## config.mk

```make
export PLATFORM = sky130hd
export DESIGN_NAME = fpa_issue_arbiter_flat
export DESIGN_NICKNAME = d
export VERILOG_FILES = /design/src/rtl/fpa_issue_arbiter_if.sv /design/src/rtl/fpa_issue_arbiter.sv /design/src/flat_wrapper.sv
export SDC_FILE = /design/constraint.sdc
export NUM_CORES = 1
export LEC_CHECK = 0
export ABC_AREA = 0
export ABC_CLOCK_PERIOD_IN_PS = 3100
export BUFFER_PORTS_ARGS = -buffer_cell sky130_fd_sc_hd__buf_4
export CAP_MARGIN = 20
export CORE_MARGIN = 3
export CORE_UTILIZATION = 45
export CTS_CLUSTER_SIZE = 16
export DETAILED_ROUTE_END_ITERATION = 16
export PLACE_DENSITY = 0.8
export SYNTH_ARGS = -nofsm -noshare
export SYNTH_HDL_FRONTEND = slang
export SYNTH_SLANG_ARGS = --single-unit
```

## constraint.sdc

```tcl
create_clock -name clk -period 3.1 [get_ports clk]
set_input_delay 0 -clock clk [delete_from_list [all_inputs] [get_ports clk]]
set_output_delay 0 -clock clk [all_outputs]
set_load 0.02 [all_outputs]
```

## src/rtl/fpa_issue_arbiter_if.sv

```systemverilog
// Requester, response, adder and drain-control bundle for fpa_issue_arbiter.
// The gnt_cnt0/gnt_cnt1 members exist only when FPA_ARB_CNT_EN is defined.
interface fpa_issue_arbiter_if #(
    parameter int CW = 16
);
    logic        req0_valid;
    logic        req0_ready;
    logic [31:0] req0_a;
    logic [31:0] req0_b;
    logic        req1_valid;
    logic        req1_ready;
    logic [31:0] req1_a;
    logic [31:0] req1_b;
    logic        rsp0_valid;
    logic [31:0] rsp0_data;
    logic        rsp1_valid;
    logic [31:0] rsp1_data;
    logic        fpa_in_valid;
    logic [31:0] fpa_a;
    logic [31:0] fpa_b;
    logic [31:0] fpa_result;
    logic        drain_req;
    logic        idle;

    if (CW < 1) begin : g_bad_cw
        $error("fpa_issue_arbiter_if: CW must be at least 1");
    end

`ifdef FPA_ARB_CNT_EN
    logic [CW-1:0] gnt_cnt0;
    logic [CW-1:0] gnt_cnt1;

    modport slave (
        input  req0_valid, req0_a, req0_b, req1_valid, req1_a, req1_b,
        output req0_ready, req1_ready,
        output rsp0_valid, rsp0_data, rsp1_valid, rsp1_data,
        output fpa_in_valid, fpa_a, fpa_b,
        input  fpa_result, drain_req,
        output idle, gnt_cnt0, gnt_cnt1
    );
    modport master (
        output req0_valid, req0_a, req0_b, req1_valid, req1_a, req1_b,
        input  req0_ready, req1_ready,
        input  rsp0_valid, rsp0_data, rsp1_valid, rsp1_data,
        input  fpa_in_valid, fpa_a, fpa_b,
        output fpa_result, drain_req,
        input  idle, gnt_cnt0, gnt_cnt1
    );
`else
    modport slave (
        input  req0_valid, req0_a, req0_b, req1_valid, req1_a, req1_b,
        output req0_ready, req1_ready,
        output rsp0_valid, rsp0_data, rsp1_valid, rsp1_data,
        output fpa_in_valid, fpa_a, fpa_b,
        input  fpa_result, drain_req,
        output idle
    );
    modport master (
        output req0_valid, req0_a, req0_b, req1_valid, req1_a, req1_b,
        input  req0_ready, req1_ready,
        input  rsp0_valid, rsp0_data, rsp1_valid, rsp1_data,
        input  fpa_in_valid, fpa_a, fpa_b,
        output fpa_result, drain_req,
        input  idle
    );
`endif
endinterface

```

## src/rtl/fpa_issue_arbiter.sv

```systemverilog
// Round-robin two-port issue arbiter for a LAT-cycle pipelined FP adder, with owner tags,
// per-port credit limits and drain/halt. Define FPA_ARB_CNT_EN to add per-port grant counters.
module fpa_issue_arbiter #(
    parameter int LAT    = 3,
    parameter int MAXOUT = 4,
    parameter int CW     = 16
) (
    input logic                clk,
    input logic                rst_n,
    fpa_issue_arbiter_if.slave bus
);
    typedef enum logic [1:0] {RUN, DRAIN, HALT} state_t;

    state_t         state;
    state_t         state_next;
    logic           last;
    logic [3:0]     out0;
    logic [3:0]     out1;
    logic           iss_valid;
    logic           iss_id;
    logic [LAT-1:0] tag_valid;
    logic [LAT-1:0] tag_id;
    logic           elig0;
    logic           elig1;
    logic           gnt0;
    logic           gnt1;
    logic           pipe_empty;

    if (LAT < 1) begin : g_bad_lat
        $error("fpa_issue_arbiter: LAT must be at least 1");
    end
    if (MAXOUT < 1 || MAXOUT > 15) begin : g_bad_maxout
        $error("fpa_issue_arbiter: MAXOUT must be in 1..15");
    end
    if (CW < 1) begin : g_bad_cw
        $error("fpa_issue_arbiter: CW must be at least 1");
    end

    // On a tie the port that did not win last time is granted.
    always_comb begin
        elig0 = rst_n && (state == RUN) && bus.req0_valid && (out0 < 4'(MAXOUT));
        elig1 = rst_n && (state == RUN) && bus.req1_valid && (out1 < 4'(MAXOUT));
        gnt0  = elig0 && (!elig1 || last);
        gnt1  = elig1 && (!elig0 || !last);
    end

    assign bus.req0_ready = gnt0;
    assign bus.req1_ready = gnt1;
    assign bus.fpa_in_valid = iss_valid;
    assign pipe_empty = (out0 == 4'd0) && (out1 == 4'd0) && !iss_valid && (tag_valid == '0);

    always_ff @(posedge clk) begin
        if (!rst_n) begin
            iss_valid <= 1'b0;
            iss_id    <= 1'b0;
            bus.fpa_a <= '0;
            bus.fpa_b <= '0;
            last      <= 1'b1;
        end else begin
            iss_valid <= gnt0 | gnt1;
            if (gnt0 | gnt1) begin
                iss_id    <= gnt1;
                bus.fpa_a <= gnt1 ? bus.req1_a : bus.req0_a;
                bus.fpa_b <= gnt1 ? bus.req1_b : bus.req0_b;
                last      <= gnt1;
            end
        end
    end

    // Tag line is fed from the issue register so its tail lines up with fpa_result.
    always_ff @(posedge clk) begin
        if (!rst_n) begin
            tag_valid <= '0;
            tag_id    <= '0;
        end else begin
            tag_valid[0] <= iss_valid;
            tag_id[0]    <= iss_id;
            for (int i = 1; i < LAT; i++) begin
                tag_valid[i] <= tag_valid[i-1];
                tag_id[i]    <= tag_id[i-1];
            end
        end
    end

    always_ff @(posedge clk) begin
        if (!rst_n) begin
            bus.rsp0_valid <= 1'b0;
            bus.rsp1_valid <= 1'b0;
            bus.rsp0_data  <= '0;
            bus.rsp1_data  <= '0;
        end else begin
            bus.rsp0_valid <= tag_valid[LAT-1] && !tag_id[LAT-1];
            bus.rsp1_valid <= tag_valid[LAT-1] && tag_id[LAT-1];
            if (tag_valid[LAT-1] && !tag_id[LAT-1]) begin
                bus.rsp0_data <= bus.fpa_result;
            end
            if (tag_valid[LAT-1] && tag_id[LAT-1]) begin
                bus.rsp1_data <= bus.fpa_result;
            end
        end
    end

    // A credit is returned in the cycle its response pulse is presented.
    always_ff @(posedge clk) begin
        if (!rst_n) begin
            out0 <= 4'd0;
            out1 <= 4'd0;
        end else begin
            out0 <= out0 + {3'b000, gnt0} - {3'b000, bus.rsp0_valid};
            out1 <= out1 + {3'b000, gnt1} - {3'b000, bus.rsp1_valid};
        end
    end

    always_ff @(posedge clk) begin
        if (!rst_n) begin
            state <= RUN;
        end else begin
            state <= state_next;
        end
    end

    always_comb begin
        state_next = state;
        bus.idle   = 1'b0;
        case (state)
            RUN: begin
                if (bus.drain_req) state_next = DRAIN;
            end
            DRAIN: begin
                if (!bus.drain_req) state_next = RUN;
                else if (pipe_empty) state_next = HALT;
            end
            HALT: begin
                bus.idle = rst_n;
                if (!bus.drain_req) state_next = RUN;
            end
            default: state_next = RUN;
        endcase
    end

`ifdef FPA_ARB_CNT_EN
    always_ff @(posedge clk) begin
        if (!rst_n) begin
            bus.gnt_cnt0 <= '0;
            bus.gnt_cnt1 <= '0;
        end else begin
            if (gnt0) bus.gnt_cnt0 <= bus.gnt_cnt0 + CW'(1);
            if (gnt1) bus.gnt_cnt1 <= bus.gnt_cnt1 + CW'(1);
        end
    end
`endif
endmodule

```

## src/flat_wrapper.sv

```systemverilog
// flat-port wrapper written by rule: the top's interface ports become plain ports
module fpa_issue_arbiter_flat 
#(
    parameter int LAT    = 3,
    parameter int MAXOUT = 4,
    parameter int CW     = 16
)
  (clk, rst_n, bus_req0_valid, bus_req0_a, bus_req0_b, bus_req1_valid, bus_req1_a, bus_req1_b, bus_req0_ready, bus_req1_ready, bus_rsp0_valid, bus_rsp0_data, bus_rsp1_valid, bus_rsp1_data, bus_fpa_in_valid, bus_fpa_a, bus_fpa_b, bus_fpa_result, bus_drain_req, bus_idle);
  fpa_issue_arbiter_if #(.CW(CW)) bus_i ();
  input logic clk;
  input logic rst_n;
  input wire logic [$bits(bus_i.req0_valid)-1:0] bus_req0_valid;
  input wire logic [$bits(bus_i.req0_a)-1:0] bus_req0_a;
  input wire logic [$bits(bus_i.req0_b)-1:0] bus_req0_b;
  input wire logic [$bits(bus_i.req1_valid)-1:0] bus_req1_valid;
  input wire logic [$bits(bus_i.req1_a)-1:0] bus_req1_a;
  input wire logic [$bits(bus_i.req1_b)-1:0] bus_req1_b;
  output wire logic [$bits(bus_i.req0_ready)-1:0] bus_req0_ready;
  output wire logic [$bits(bus_i.req1_ready)-1:0] bus_req1_ready;
  output wire logic [$bits(bus_i.rsp0_valid)-1:0] bus_rsp0_valid;
  output wire logic [$bits(bus_i.rsp0_data)-1:0] bus_rsp0_data;
  output wire logic [$bits(bus_i.rsp1_valid)-1:0] bus_rsp1_valid;
  output wire logic [$bits(bus_i.rsp1_data)-1:0] bus_rsp1_data;
  output wire logic [$bits(bus_i.fpa_in_valid)-1:0] bus_fpa_in_valid;
  output wire logic [$bits(bus_i.fpa_a)-1:0] bus_fpa_a;
  output wire logic [$bits(bus_i.fpa_b)-1:0] bus_fpa_b;
  input wire logic [$bits(bus_i.fpa_result)-1:0] bus_fpa_result;
  input wire logic [$bits(bus_i.drain_req)-1:0] bus_drain_req;
  output wire logic [$bits(bus_i.idle)-1:0] bus_idle;
  assign bus_i.req0_valid = bus_req0_valid;
  assign bus_i.req0_a = bus_req0_a;
  assign bus_i.req0_b = bus_req0_b;
  assign bus_i.req1_valid = bus_req1_valid;
  assign bus_i.req1_a = bus_req1_a;
  assign bus_i.req1_b = bus_req1_b;
  assign bus_req0_ready = bus_i.req0_ready;
  assign bus_req1_ready = bus_i.req1_ready;
  assign bus_rsp0_valid = bus_i.rsp0_valid;
  assign bus_rsp0_data = bus_i.rsp0_data;
  assign bus_rsp1_valid = bus_i.rsp1_valid;
  assign bus_rsp1_data = bus_i.rsp1_data;
  assign bus_fpa_in_valid = bus_i.fpa_in_valid;
  assign bus_fpa_a = bus_i.fpa_a;
  assign bus_fpa_b = bus_i.fpa_b;
  assign bus_i.fpa_result = bus_fpa_result;
  assign bus_i.drain_req = bus_drain_req;
  assign bus_idle = bus_i.idle;
  fpa_issue_arbiter #(.LAT(LAT), .MAXOUT(MAXOUT), .CW(CW)) u_core (.clk(clk), .rst_n(rst_n), .bus(bus_i));
endmodule
```

==> results.json <==
{
  "run_status": "finished, final reports clean",
  "leakage_nw": 4.17,
  "ys_seq_area_frac": 0.514,
  "worstSetupStartpoint": "rst_n",
  "num_rows": 40,
  "cp_max_fo": 18,
  "grt_overflow": 0,
  "track_usage": 0.303,
  "nets": 1154,
  "cts_made_buffers": 17,
  "drv_slew": 0,
  "drive_gt1_frac": 0.348,
  "syn_area_um2": 5800,
  "syn_nets": 785,
  "rr_startpoint": "u_core.state[1]",
  "fmax_mhz": 385,
  "critPathRequiredTime_ns": 3.39,
  "hold_class": "input pin to flip-flop",
  "reg2reg_setup_slack_ns": 0.53,
  "hold_end": "u_core.bus.fpa_b[9]",
  "peakVddDrop_uv": 352,
  "power_frac_clock": 0.337,
  "synth_edf_count": 0,
  "die_h_um": 120,
  "min_from": "bus_req1_b[9]",
  "coreArea_um2": 12300,
  "numPortBuffers": 298,
  "grt_pass1_wl_mm": 34.7,
  "synthCells": 608,
  "p_sw_frac": 0.302,
  "dieWidth_um": 120,
  "cts_tree": "done",
  "areaGrowthSynthToFinish_pct": 67.6,
  "cts.path.max_buffers": 2,
  "cts.sinks": 149,
  "post_drt_wl_per_cell_um": 19.4,
  "power.internal_mw": 4.23,
  "insertion_delay_ns": 0.41,
  "fin_crit_ns": 2.60,
  "clk_pin_slew_worst_paths_ns": 0.06,
  "syn_avg_cell_area_um2": 9.54,
  "detail_route.vias_per_cell": 5.59,
  "h-tree-depth": 4,
  "ys_seq_elements": 149,
  "switching_power_mw": 1.82,
  "holdPathStages": 3,
  "finalWeightedCongestion": 0.881,
  "grt_pass1_vias": 6754,
  "drc": 0,
  "firstDrtPassIters": 5,
  "comb_power_share": 0.278,
  "powerDensity_nw_per_um2": 622,
  "rsz0062_at_grt": "no",
  "num_vias": 6472,
  "critical_path_arrival_ns": 2.89,
  "grt_start_max_net_pins": 71,
  "critPathKind": "input pin to flip-flop",
  "setup_viol": 0,
  "async_flop_share": 0,
  "io_pins": 299,
  "hold_viol_final": 0,
  "dr.first_iter.drc_count": 747,
  "worstMarginPinSlew_ns": 0.747,
  "instances_no_fill": 1158,
  "finalWirelength_mm": 22.4,
  "max-slew-margin-rel": 0.502,
  "dp_cells": 1024,
  "synthFlopType": "dfxtp_1",
  "die_area_um2": 14300,
  "clockRootBuffer": "clkbuf_16",
  "cp-start-kind": "input pin",
  "skew_ns": 0.00599,
  "cts_setup_buffers": 0,
  "antenna_left": 0,
  "timing.rr.end": "u_core.out1[2]",
  "fin_setup_tns_ns": 0,
  "fill_cells": 723,
  "cap_violations": 0,
  "yosysUniqueCellTypes": 33,
  "post-route-period-util": 0.838,
  "critPathCaptureType": "flip-flop",
  "ys_warn_count": 0,
  "antenna_found_initial": 1,
  "r2r_cells": 9,
  "initial_core_util": 0.471,
  "post_cts_resized": 0,
  "power_frac_seq": 0.385,
  "place_hpwl_mm": 14.0
}
## flip-flops by register name, indices dropped and copies added, names as in the netlist, 2 cells and up
register / cells
u_core.tag_id: 3
u_core.out1: 4
u_core.out0: 4
u_core.bus.fpa_b: 32
u_core.bus.fpa_a: 32
u_core.state: 2
u_core.bus.rsp0_data: 32
u_core.tag_valid: 3
u_core.bus.rsp1_data: 32
## per-layer routing
metal | track usage | routed length [um] | up-vias | share of wire
met1 | 0.341 | 8320 | 3079 | 0.37
met2 | 0.517 | 11100 | 389 | 0.50
met5 | 0 | 0 | - | 0
met4 | 0.153 | 978 | 0 | 0.044
li1 | - | - | 2934 | -
met3 | 0.0938 | 2010 | 70 | 0.090
## cells in the mapped netlist, types with 2 or more instances
master / number / share of area
inv_1: 15 / 0.0097
a21o_1: 2 / 0.0026
buf_4: 2 / 0.0026
buf_2: 12 / 0.010
nand2b_1: 4 / 0.0043
a21oi_1: 68 / 0.059
mux2i_1: 2 / 0.0035
nor4b_1: 65 / 0.098
fa_1: 2 / 0.0069
and2_1: 9 / 0.0097
ha_1: 10 / 0.022
a221o_1: 64 / 0.11
nor2_1: 7 / 0.0045
clkbuf_1: 43 / 0.028
buf_6: 3 / 0.0058
nand2_1: 135 / 0.087
dfxtp_1: 149 / 0.51
## power groups by stage
| stage | Clock, mW | Sequential (mW) | Combinational, mW |
|---|---|---|---|
| floorplan | 0 | 2.59 | 0.609 |
| global placement | 0 | 2.34 | 1.51 |
| detailed placement | 0 | 2.34 | 1.54 |
| CTS | 2.08 | 2.31 | 1.65 |
| global route | 2.15 | 2.35 | 1.78 |
| finish | 2.04 | 2.33 | 1.68 |
## worst max path at each step
| stage | endpoint | depth (start not counted) |
|---|---|---|
| after floorplan | u_core.out0[2] | 11 |
| after global placement | u_core.out1[2] | 9 |
| after detailed placement | u_core.out1[2] | 9 |
| after CTS | u_core.out1[2] | 9 |
| after global routing | u_core.out1[2] | 11 |
| final | u_core.out1[2] | 11 |
## layout by cell type, fill, tap and decap left out, types with 2 or more instances in the layout
cell type and instances:
fa_1 2, nor2_1 7, dlygate4sd3_1 101, buf_4 306, clkbuf_16 17, a21o_1 2
bufinv_16 3, nand2b_1 4, buf_12 2, ha_1 10, clkinv_2 5, a221o_1 64
nor4b_1 65, inv_1 15, clkbuf_1 3, dfxtp_1 149, and2_1 9, a21oi_1 68
nand2_1 134, mux2i_1 2
## repair_timing
item	in CTS	in global routing
hold buffers	101	0
endpoints found under the hold margin	144	0
endpoints found under the setup margin	0	0
## metrics by stage
step	hold WS, ns	instance area, um2	power [mW]	setup slack (ns)	utilization
floorplan	0.136	5800	3.20	0.475	-
global placement	0.223	8080	3.85	0.596	0.656
detailed placement	0.229	8100	3.88	0.511	0.658
CTS	0.0315	9700	6.04	0.503	0.788
global route	0.0563	9720	6.29	0.422	0.789
finish	0.0461	9720	6.05	0.501	0.789
## final cells by class
type / instances / area, um2 / share of cell area
Antenna cell: 1 / 2.50 / 0.000257
Clock buffer: 21 / 450 / 0.0463
Multi-Input combinational cell: 383 / 2500 / 0.258
Clock inverter: 10 / 131 / 0.0135
Timing Repair Buffer: 410 / 3380 / 0.347
Tap cell: 168 / 210 / 0.0216
Sequential cell: 149 / 2980 / 0.307
Inverter: 16 / 60.1 / 0.00618
## worst max-delay path, stage by stage
cell	delay, ns
dlygate4sd3_1	0.56
buf_4	0.23
or3b_2	0.54
or3_1	0.43
ha_1	0.29
inv_1	0.06
ha_1	0.16
inv_1	0.06
fa_1	0.37
xor2_1	0.15
nor2_1	0.06
## cell families after synthesis
kind of cell               synth area share
DFF                                   0.514
and+or+nand+nor                       0.213
xor gates and xnor gates            0.00302
adders and majority gates            0.0285
AOI/OAI and AO/OA                     0.181
buffers and inverters                0.0570
muxes                               0.00345
(Power assumes the default switching activity.)
